## config.mk

```make
export PLATFORM = sky130hd
export DESIGN_NAME = mc_control_fsm
export DESIGN_NICKNAME = d
export VERILOG_FILES = /design/src/rtl/mc_control_fsm.sv
export SDC_FILE = /design/constraint.sdc
export NUM_CORES = 1
export LEC_CHECK = 0
export ABC_AREA = 0
export CAP_MARGIN = 20
export CORE_MARGIN = 5
export CORE_UTILIZATION = 47
export CTS_BUF_LIST = sky130_fd_sc_hd__clkbuf_4 sky130_fd_sc_hd__clkbuf_8
export DETAILED_ROUTE_END_ITERATION = 10
export PLACE_DENSITY = 0.88
export SLEW_MARGIN = 20
export SYNTH_ARGS = -nofsm -noshare
export SYNTH_HDL_FRONTEND = slang
export SYNTH_SLANG_ARGS = --single-unit
```

## constraint.sdc

```tcl
create_clock -name i_clk -period 3.5 [get_ports i_clk]
set_clock_uncertainty 0.2 [all_clocks]
set_input_delay 0.7 -clock i_clk [delete_from_list [all_inputs] [get_ports i_clk]]
set_output_delay 0.7 -clock i_clk [all_outputs]
set_load 0.005 [all_outputs]
```

## src/rtl/mc_control_fsm.sv

```systemverilog
// -----------------------------------------------------------------------------
// mc_control_fsm
//
// Multi-cycle main control unit. A Moore FSM sequences FETCH, DECODE, EXECUTE,
// MEMORY and WRITEBACK over several cycles, sharing one memory port and one
// ALU. It also handles a variable-latency memory handshake with an optional
// timeout, branch resolution for beq/bne, and unknown opcodes.
//
// Build option:
//   MC_ILLEGAL_TRAP_EN  defined   : an unknown opcode in DECODE sets o_illegal
//                                   and parks the FSM in TRAP.
//                       undefined : an unknown opcode is a NOP, and DECODE
//                                   returns to FETCH without any write.
//
// Parameters:
//   ALUOP_W     width of o_alu_op (>= 4); the 4-bit codes are zero-extended
//   MEM_TIMEOUT max mem_ready-low cycles in a wait state before TRAP (0 = off)
//   TO_CNT_W    wait counter width, 2**TO_CNT_W > MEM_TIMEOUT
//
// Ports:
//   i_clk, i_rst_n     clock (rising edge), asynchronous active-low reset
//   i_opcode, i_funct  IR[31:26] / IR[5:0]
//   i_zero             ALU zero flag (same cycle)
//   i_mem_ready        memory access completes this cycle
//   o_iord             0 = PC address, 1 = ALUOut address
//   o_mem_read/write   memory strobes
//   o_ir_write         load IR
//   o_reg_dst          1 = rd, 0 = rt
//   o_mem_to_reg       1 = MDR, 0 = ALUOut
//   o_reg_write        register file write
//   o_alu_src_a        0 = PC, 1 = A
//   o_alu_src_b        00 = B, 01 = 4, 10 = sext imm, 11 = sext imm << 2
//   o_alu_op           ALU function code
//   o_pc_src           00 = ALU result, 01 = ALUOut, 10 = jump target
//   o_pc_write         PC load (branch-qualified)
//   o_mem_err          sticky memory-timeout flag
//   o_illegal          sticky illegal-opcode flag
//   o_state_dbg        current state encoding
// -----------------------------------------------------------------------------
module mc_control_fsm #(
  parameter int ALUOP_W     = 4,
  parameter int MEM_TIMEOUT = 15,
  parameter int TO_CNT_W    = 4
) (
  input  logic               i_clk,
  input  logic               i_rst_n,
  input  logic [5:0]         i_opcode,
  input  logic [5:0]         i_funct,
  input  logic               i_zero,
  input  logic               i_mem_ready,
  output logic               o_iord,
  output logic               o_mem_read,
  output logic               o_mem_write,
  output logic               o_ir_write,
  output logic               o_reg_dst,
  output logic               o_mem_to_reg,
  output logic               o_reg_write,
  output logic               o_alu_src_a,
  output logic [1:0]         o_alu_src_b,
  output logic [ALUOP_W-1:0] o_alu_op,
  output logic [1:0]         o_pc_src,
  output logic               o_pc_write,
  output logic               o_mem_err,
  output logic               o_illegal,
  output logic [3:0]         o_state_dbg
);

  typedef enum logic [3:0] {
    S_FETCH  = 4'd0,
    S_DECODE = 4'd1,
    S_MEMADR = 4'd2,
    S_MEMRD  = 4'd3,
    S_MEMWB  = 4'd4,
    S_MEMWR  = 4'd5,
    S_EXEC   = 4'd6,
    S_ALUWB  = 4'd7,
    S_BRANCH = 4'd8,
    S_ADDIEX = 4'd9,
    S_ADDIWB = 4'd10,
    S_JUMP   = 4'd11,
    S_TRAP   = 4'd12
  } state_t;

  localparam logic [3:0] ALU_ADD = 4'd0;
  localparam logic [3:0] ALU_BEQ = 4'd14;
  localparam logic [3:0] ALU_BNE = 4'd15;

  // Counter value seen during the last permitted wait cycle: the timeout
  // fires on the MEM_TIMEOUT-th consecutive mem_ready-low cycle.
  localparam logic [TO_CNT_W-1:0] LP_TO_LAST =
    TO_CNT_W'((MEM_TIMEOUT > 0) ? (MEM_TIMEOUT - 1) : 0);

  state_t               r_state;
  state_t               w_next;
  logic [TO_CNT_W-1:0]  r_wait_cnt;
  logic [TO_CNT_W-1:0]  w_wait_cnt_nxt;
  logic                 r_mem_err;
  logic                 r_illegal;
  logic                 w_set_mem_err;
  logic                 w_set_illegal;
  logic                 w_timeout;

  logic                 w_iord;
  logic                 w_mem_read;
  logic                 w_mem_write;
  logic                 w_ir_write;
  logic                 w_reg_dst;
  logic                 w_mem_to_reg;
  logic                 w_reg_write;
  logic                 w_alu_src_a;
  logic [1:0]           w_alu_src_b;
  logic [3:0]           w_alu_code;
  logic [1:0]           w_pc_src;
  logic                 w_pc_write;

  function automatic logic [3:0] f_funct_to_alu(input logic [5:0] funct);
    logic [3:0] code;
    case (funct)
      6'b100000: code = 4'd0;   // add
      6'b100010: code = 4'd1;   // sub
      6'b011000: code = 4'd2;   // mul
      6'b011010: code = 4'd3;   // div
      6'b100100: code = 4'd4;   // and
      6'b100101: code = 4'd5;   // or
      6'b100110: code = 4'd6;   // xor
      6'b100111: code = 4'd7;   // nor
      6'b101000: code = 4'd8;   // nand
      6'b101010: code = 4'd9;   // xnor
      6'b000000: code = 4'd10;  // sll
      6'b000010: code = 4'd11;  // srl
      6'b111000: code = 4'd12;  // rol
      6'b110000: code = 4'd13;  // ror
      default:   code = ALU_ADD;
    endcase
    return code;
  endfunction

  assign w_timeout = (MEM_TIMEOUT != 0) && !i_mem_ready &&
                     (r_wait_cnt == LP_TO_LAST);

  always_ff @(posedge i_clk or negedge i_rst_n) begin
    if (!i_rst_n) begin
      r_state    <= S_FETCH;
      r_wait_cnt <= '0;
      r_mem_err  <= 1'b0;
      r_illegal  <= 1'b0;
    end else begin
      r_state    <= w_next;
      r_wait_cnt <= w_wait_cnt_nxt;
      if (w_set_mem_err) r_mem_err <= 1'b1;
      if (w_set_illegal) r_illegal <= 1'b1;
    end
  end

  always_comb begin
    w_next         = r_state;
    w_wait_cnt_nxt = '0;
    w_set_mem_err  = 1'b0;
    w_set_illegal  = 1'b0;
    w_iord         = 1'b0;
    w_mem_read     = 1'b0;
    w_mem_write    = 1'b0;
    w_ir_write     = 1'b0;
    w_reg_dst      = 1'b0;
    w_mem_to_reg   = 1'b0;
    w_reg_write    = 1'b0;
    w_alu_src_a    = 1'b0;
    w_alu_src_b    = 2'b00;
    w_alu_code     = ALU_ADD;
    w_pc_src       = 2'b00;
    w_pc_write     = 1'b0;

    case (r_state)
      S_FETCH: begin
        w_mem_read  = 1'b1;
        w_alu_src_b = 2'b01;
        if (i_mem_ready) begin
          w_ir_write = 1'b1;
          w_pc_write = 1'b1;
          w_next     = S_DECODE;
        end else if (w_timeout) begin
          w_set_mem_err = 1'b1;
          w_next        = S_TRAP;
        end else begin
          w_wait_cnt_nxt = r_wait_cnt + 1'b1;
        end
      end

      // Branch target is computed here into ALUOut while the opcode settles.
      S_DECODE: begin
        w_alu_src_b = 2'b11;
        case (i_opcode)
          6'b000000:            w_next = S_EXEC;
          6'b100011, 6'b101011: w_next = S_MEMADR;
          6'b000100, 6'b000101: w_next = S_BRANCH;
          6'b001000:            w_next = S_ADDIEX;
          6'b000010:            w_next = S_JUMP;
          default: begin
`ifdef MC_ILLEGAL_TRAP_EN
            w_set_illegal = 1'b1;
            w_next        = S_TRAP;
`else
            w_next        = S_FETCH;
`endif
          end
        endcase
      end

      S_MEMADR: begin
        w_alu_src_a = 1'b1;
        w_alu_src_b = 2'b10;
        // opcode[3] separates sw (101011) from lw (100011)
        w_next      = i_opcode[3] ? S_MEMWR : S_MEMRD;
      end

      S_MEMRD: begin
        w_iord     = 1'b1;
        w_mem_read = 1'b1;
        if (i_mem_ready) begin
          w_next = S_MEMWB;
        end else if (w_timeout) begin
          w_set_mem_err = 1'b1;
          w_next        = S_TRAP;
        end else begin
          w_wait_cnt_nxt = r_wait_cnt + 1'b1;
        end
      end

      S_MEMWB: begin
        w_mem_to_reg = 1'b1;
        w_reg_write  = 1'b1;
        w_next       = S_FETCH;
      end

      S_MEMWR: begin
        w_iord      = 1'b1;
        w_mem_write = 1'b1;
        if (i_mem_ready) begin
          w_next = S_FETCH;
        end else if (w_timeout) begin
          w_set_mem_err = 1'b1;
          w_next        = S_TRAP;
        end else begin
          w_wait_cnt_nxt = r_wait_cnt + 1'b1;
        end
      end

      S_EXEC: begin
        w_alu_src_a = 1'b1;
        w_alu_code  = f_funct_to_alu(i_funct);
        w_next      = S_ALUWB;
      end

      S_ALUWB: begin
        w_reg_dst   = 1'b1;
        w_reg_write = 1'b1;
        w_next      = S_FETCH;
      end

      // opcode[0] separates bne (000101) from beq (000100).
      S_BRANCH: begin
        w_alu_src_a = 1'b1;
        w_alu_code  = i_opcode[0] ? ALU_BNE : ALU_BEQ;
        w_pc_src    = 2'b01;
        w_pc_write  = i_opcode[0] ? !i_zero : i_zero;
        w_next      = S_FETCH;
      end

      S_ADDIEX: begin
        w_alu_src_a = 1'b1;
        w_alu_src_b = 2'b10;
        w_next      = S_ADDIWB;
      end

      S_ADDIWB: begin
        w_reg_write = 1'b1;
        w_next      = S_FETCH;
      end

      S_JUMP: begin
        w_pc_src   = 2'b10;
        w_pc_write = 1'b1;
        w_next     = S_FETCH;
      end

      S_TRAP: w_next = S_TRAP;

      default: w_next = S_FETCH;
    endcase
  end

  // Reset gates every control output combinationally so that an in-flight
  // write strobe drops the moment rst_n falls, not at the next clock edge.
  assign o_iord       = i_rst_n & w_iord;
  assign o_mem_read   = i_rst_n & w_mem_read;
  assign o_mem_write  = i_rst_n & w_mem_write;
  assign o_ir_write   = i_rst_n & w_ir_write;
  assign o_reg_dst    = i_rst_n & w_reg_dst;
  assign o_mem_to_reg = i_rst_n & w_mem_to_reg;
  assign o_reg_write  = i_rst_n & w_reg_write;
  assign o_alu_src_a  = i_rst_n & w_alu_src_a;
  assign o_alu_src_b  = i_rst_n ? w_alu_src_b : 2'b00;
  assign o_alu_op     = i_rst_n ? ALUOP_W'(w_alu_code) : '0;
  assign o_pc_src     = i_rst_n ? w_pc_src : 2'b00;
  assign o_pc_write   = i_rst_n & w_pc_write;
  assign o_mem_err    = r_mem_err;
  assign o_illegal    = r_illegal;
  assign o_state_dbg  = r_state;

endmodule
```

# Yosys cells after proc, flatten, opt, wreduce, memory -nomap -nowiden
# Memory sizes are Yosys's and may differ from the RTL's.
# Cells that the tools add are included.
dict set report word_totals {
  reg_bits 9
  latchBits 0
  mem_bits_rw 0
  romBits 256
  output_inout_bits 23
  wordCells 77
  memories 1
}
# memory depth word_bits read_ports rd_ports_with_merged_regs write_ports line
set mem_list {}
lappend mem_list {{(no name shown)} 64 4 1 0 0 118} ;# case (funct)
dict set report classes {
  add_sub_neg 1
  n_mul 0
  div_mod_pow 0
  order_cmp 0
  n_eq_ne 19
  shift 0
  mux 31
  bitwise_logic 9
  reduce_logical 13
}
# op count
set ops {}
lappend ops {{$mux 4} 8}
lappend ops {{$pmux 4 s8} 1}
lappend ops {{$eq 4x4->1 const B} 6}
lappend ops {{$pmux 4 s5} 1}
lappend ops {{$eq 4x3->1 const B} 4}
lappend ops {{$mux 1} 14}
lappend ops {{$eq 6x3->1 const B} 2}
lappend ops {{$eq 6x6->1 const B} 2}
lappend ops {{$reduce_or 2->1} 5}
lappend ops {{$and 1x1->1} 9}
lappend ops {{$eq 4x2->1 const B} 2}
lappend ops {{$pmux 4 s2} 1}
lappend ops {{$eq 6x2->1 const B} 1}
lappend ops {{$eq 6x4->1 const B} 1}
lappend ops {{$logic_not 6->1} 1}
lappend ops {{$pmux 2 s3} 1}
lappend ops {{$reduce_or 3->1} 2}
lappend ops {{$add 4x1->4 const B} 1}
lappend ops {{$eq 4x1->1 const B} 1}
lappend ops {{$logic_not 4->1} 1}
lappend ops {{$mux 2} 2}
lappend ops {{$pmux 2 s2} 1}
lappend ops {{$reduce_or 4->1} 1}
lappend ops {{$mux 3} 1}
lappend ops {{other kinds (3)} 4}

# Depth between registers and ports, before layout
dict set report logic_depth {
  ltp_word 5
  ltp_mapped 6
  depth_no_buf 6
}

# Worst setup path before layout
# No wires, ideal clock.
dict set report synth_path {
  path_kind {input port to output port}
  from {input port i_funct[4]}
  to {output port o_alu_op[0]}
  arrival_ps 1533
  required_ps 2600
  slack_ps 1067
  stages 5
  n_path_buf 1
  path_cell_list {buf_2 > nor4b_1 > o21bai_1 > a32oi_1 > o2bb2ai_1}
}
dict set report synth_between {
  elab_chain_cells 3
}
# item line
set synth_rtl {}
lappend synth_rtl {{start, declared} 48} ;# input logic [5:0] i_funct,
lappend synth_rtl {{$mem_v2 64x4} n/a}
lappend synth_rtl {{$pmux 4 s2} 173} ;# case (r_state)
lappend synth_rtl {{$mux 4} 303} ;# assign o_alu_op = i_rst_n ? ALUOP_W'(w_alu_code) : '0;
lappend synth_rtl {{end, declared} 60} ;# output logic [ALUOP_W-1:0] o_alu_op,
# No other way between the ends.

# Worst setup path in the final report
dict set report layout_path {
  from {input port i_funct[0]}
  to {output port o_alu_op[0]}
}
# The elaborated chain is that of the path after synthesis.

==> impl_results.md <==
- Status: finished clean
- Total Wirelength: 2632 um
- Reg clk slew, reported paths: 60 ps
- Skew-Pair Late Insertion Delay: 270 ps
- Cells after Synth: 123
- Aggregate global routing overflow: 0
- Startpoint types: input pin
- Final GP Congestion: 0.8102
- Vias per cell: 5.693
- Fillers: 167
- CTS buffer count: 3
- Area of the core: 1902 sq um
- Ys flop type: dfrtp_1
- Maximum fanout along the worst path: 5
- Total number of vias: 1076
- Total power: 628.5 uW
- FF+latch area: 225.2 sq um
- Port Buf Inserts: 37
- Max_cap viols: 0
- Maximum vdd drop: 0.3268 mV
- Setup CP Type: input pin to output port
- Detailed Route Iter0 Violations: 19
- RSZ-0062 raised after global routing: no
- Io pins: 39
- CP Capture Type: output port
- Period utilization: 0.9504
- Final ANT Viol Nets: 0
- Most common cell after layout, fill and taps aside: clkdlybuf4s50_1
- Routed WL per cell: 13.93 um
- Power per cell area: 469.0 nW/um^2
- Initial Utilization: 0.4789
- First-pass detailed-route iteration total: 4
- Area Growth Syn to Fin: 47.12%
- Setup TNS: 0 ps
- Clock tree buffer depth: 2
- H-tree depth reported by CTS: 1
- Layout cells sized above 1: 0.06173
- Post-CTS Setup Inserts: 0
- Seq/Total Area, Yosys: 0.2473
- Worst EP required: 2600 ps
- Yosys warns: 0
- CTS tree: done
- Row count: 16
- Fraction of registers with async set/reset: 1.000
- Global-route wire length before repair: 4202 um
- Clk sinks: 9
- WP data arrival: 2430 ps
- Min-delay worst type: register to register
- Die area: 2919 sq um
- Nets@finish: 181
- Synthesized area per cell: 7.405 sq um
- Flops & latches, synth: 9
- Post-Syn Area: 910.9 sq um
- Chip height: 54.03 um
- DRC Markers: 0
- # diodes: 0
- Max Freq: 300.6 MHz
- Post-Synthesis Net Count: 141
- Distinct cell type count after synthesis: 43
- Tmin final: 3326 ps
- Largest net degree at the start of global routing: 14
- Pre-CTS setup slack: 64.38 ps
- Number of flops mapped to enable cells by yosys: 0
- CTS root buffer: clkbuf_4
- Final WS setup: 173.8 ps
- Multi-input logic area: 620.6 sq um
- Hold Slack: 277.3 ps
- Final hold viol count: 0
- Width of the die: 54.03 um
- Slew Limit Fails: 0
- Most frequent cells in the layout: clkdlybuf4s50_1 (37), nor2_1 (17), nand2_1 (10)
- Setup violators final: 0
- Static Leak: 0.5379 nW
- Initial antenna violation count: 0
- Gr usage total: 0.1968
- Vias in the first global route: 1021
- Post-DP HPWL: 2056 um
## sequential cells by signal, summed over array words and instances (netlist names)
register,flops
o_mem_err,1
o_state_dbg,4
r_wait_cnt,4
## repair_timing
item                                   in CTS  in global routing
resized for setup                           0                  1
setup endpoints to repair                   0                  1
hold buffers                                0                  0
endpoints found under the hold margin       0                  0
## worst max-delay path, stage by stage
cell and delay [ps]:
clkdlybuf4s50_1 480, nor4b_2 330, o21bai_1 160, a32oi_1 110
o2bb2ai_1 130, clkdlybuf4s50_1 510
## per-layer routing
| metal | global-route usage | wire length (um) | vias up | share of wire |
|---|---|---|---|---|
| met3 | 0.03878 | 129 | 8 | 0.049 |
| li1 | - | - | 518 | - |
| met4 | 0.09959 | 71 | 0 | 0.027 |
| met2 | 0.3508 | 1340 | 39 | 0.51 |
| met5 | 0 | 0 | - | 0 |
| met1 | 0.2196 | 1091 | 511 | 0.41 |
## metrics by stage
step,cell area [sq um],cells,utilization
4_1_cts,1334,189,0.7013
5_1_grt,1340,189,0.7046
3_5_place_dp,1304,185,0.6855
6_report,1340,189,0.7046
3_3_place_gp,1304,185,0.6855
2_1_floorplan,910.9,123,-
## layout make-up
cell class              instances  share of cell area
multi-input cells             101              0.4631
repair buffers                 42              0.3044
flip-flops and latches          9              0.1681
well taps                      27             0.02521
clock buffers                   4             0.02241
inverters                       6             0.01681
## worst paths after layout
path,start,endpoint,slack [ps],cells past startpoint
hold / removal,o_mem_err,o_mem_err,280,1
min in group asynchronous,i_rst_n,o_state_dbg[1],540,2
setup reg to reg,o_state_dbg[2],o_state_dbg[3],1730,5
setup / recovery,i_funct[0],o_alu_op[0],170,6
max in group asynchronous,i_rst_n,r_wait_cnt[3],2250,3
hold reg to reg,o_mem_err,o_mem_err,280,1
## cell usage after synthesis (4+ instances only)
master   count  area share
o21ai_0      4       0.022
xor2_1       4       0.038
nor2_1      17       0.070
inv_1        6       0.025
dfrtp_1      9        0.25
a21oi_1      5       0.027
nand2_1     10       0.041
nor3_1       5       0.027
nand3_1      8       0.044
## report_power, final
group          switching [mW]  leakage, nW  internal (mW)
registers              0.0555        0.122          0.129
clock network          0.0400       0.0184         0.0518
logic                   0.168        0.398          0.184
total                   0.264        0.538          0.365
## kinds of logic after synthesis
family                     Yosys count  share of synthesized area
buffers and inverters               13                    0.07829
other                                1                   0.004117
and+or+nand+nor                     61                     0.3434
muxes                                2                    0.02198
AOI/OAI and AO/OA                   28                     0.2102
adders and majority gates            2                    0.02747
xor gates and xnor gates             7                    0.06731
DFF                                  9                     0.2473
No activity file was read; power rests on OpenSTA's default activity.
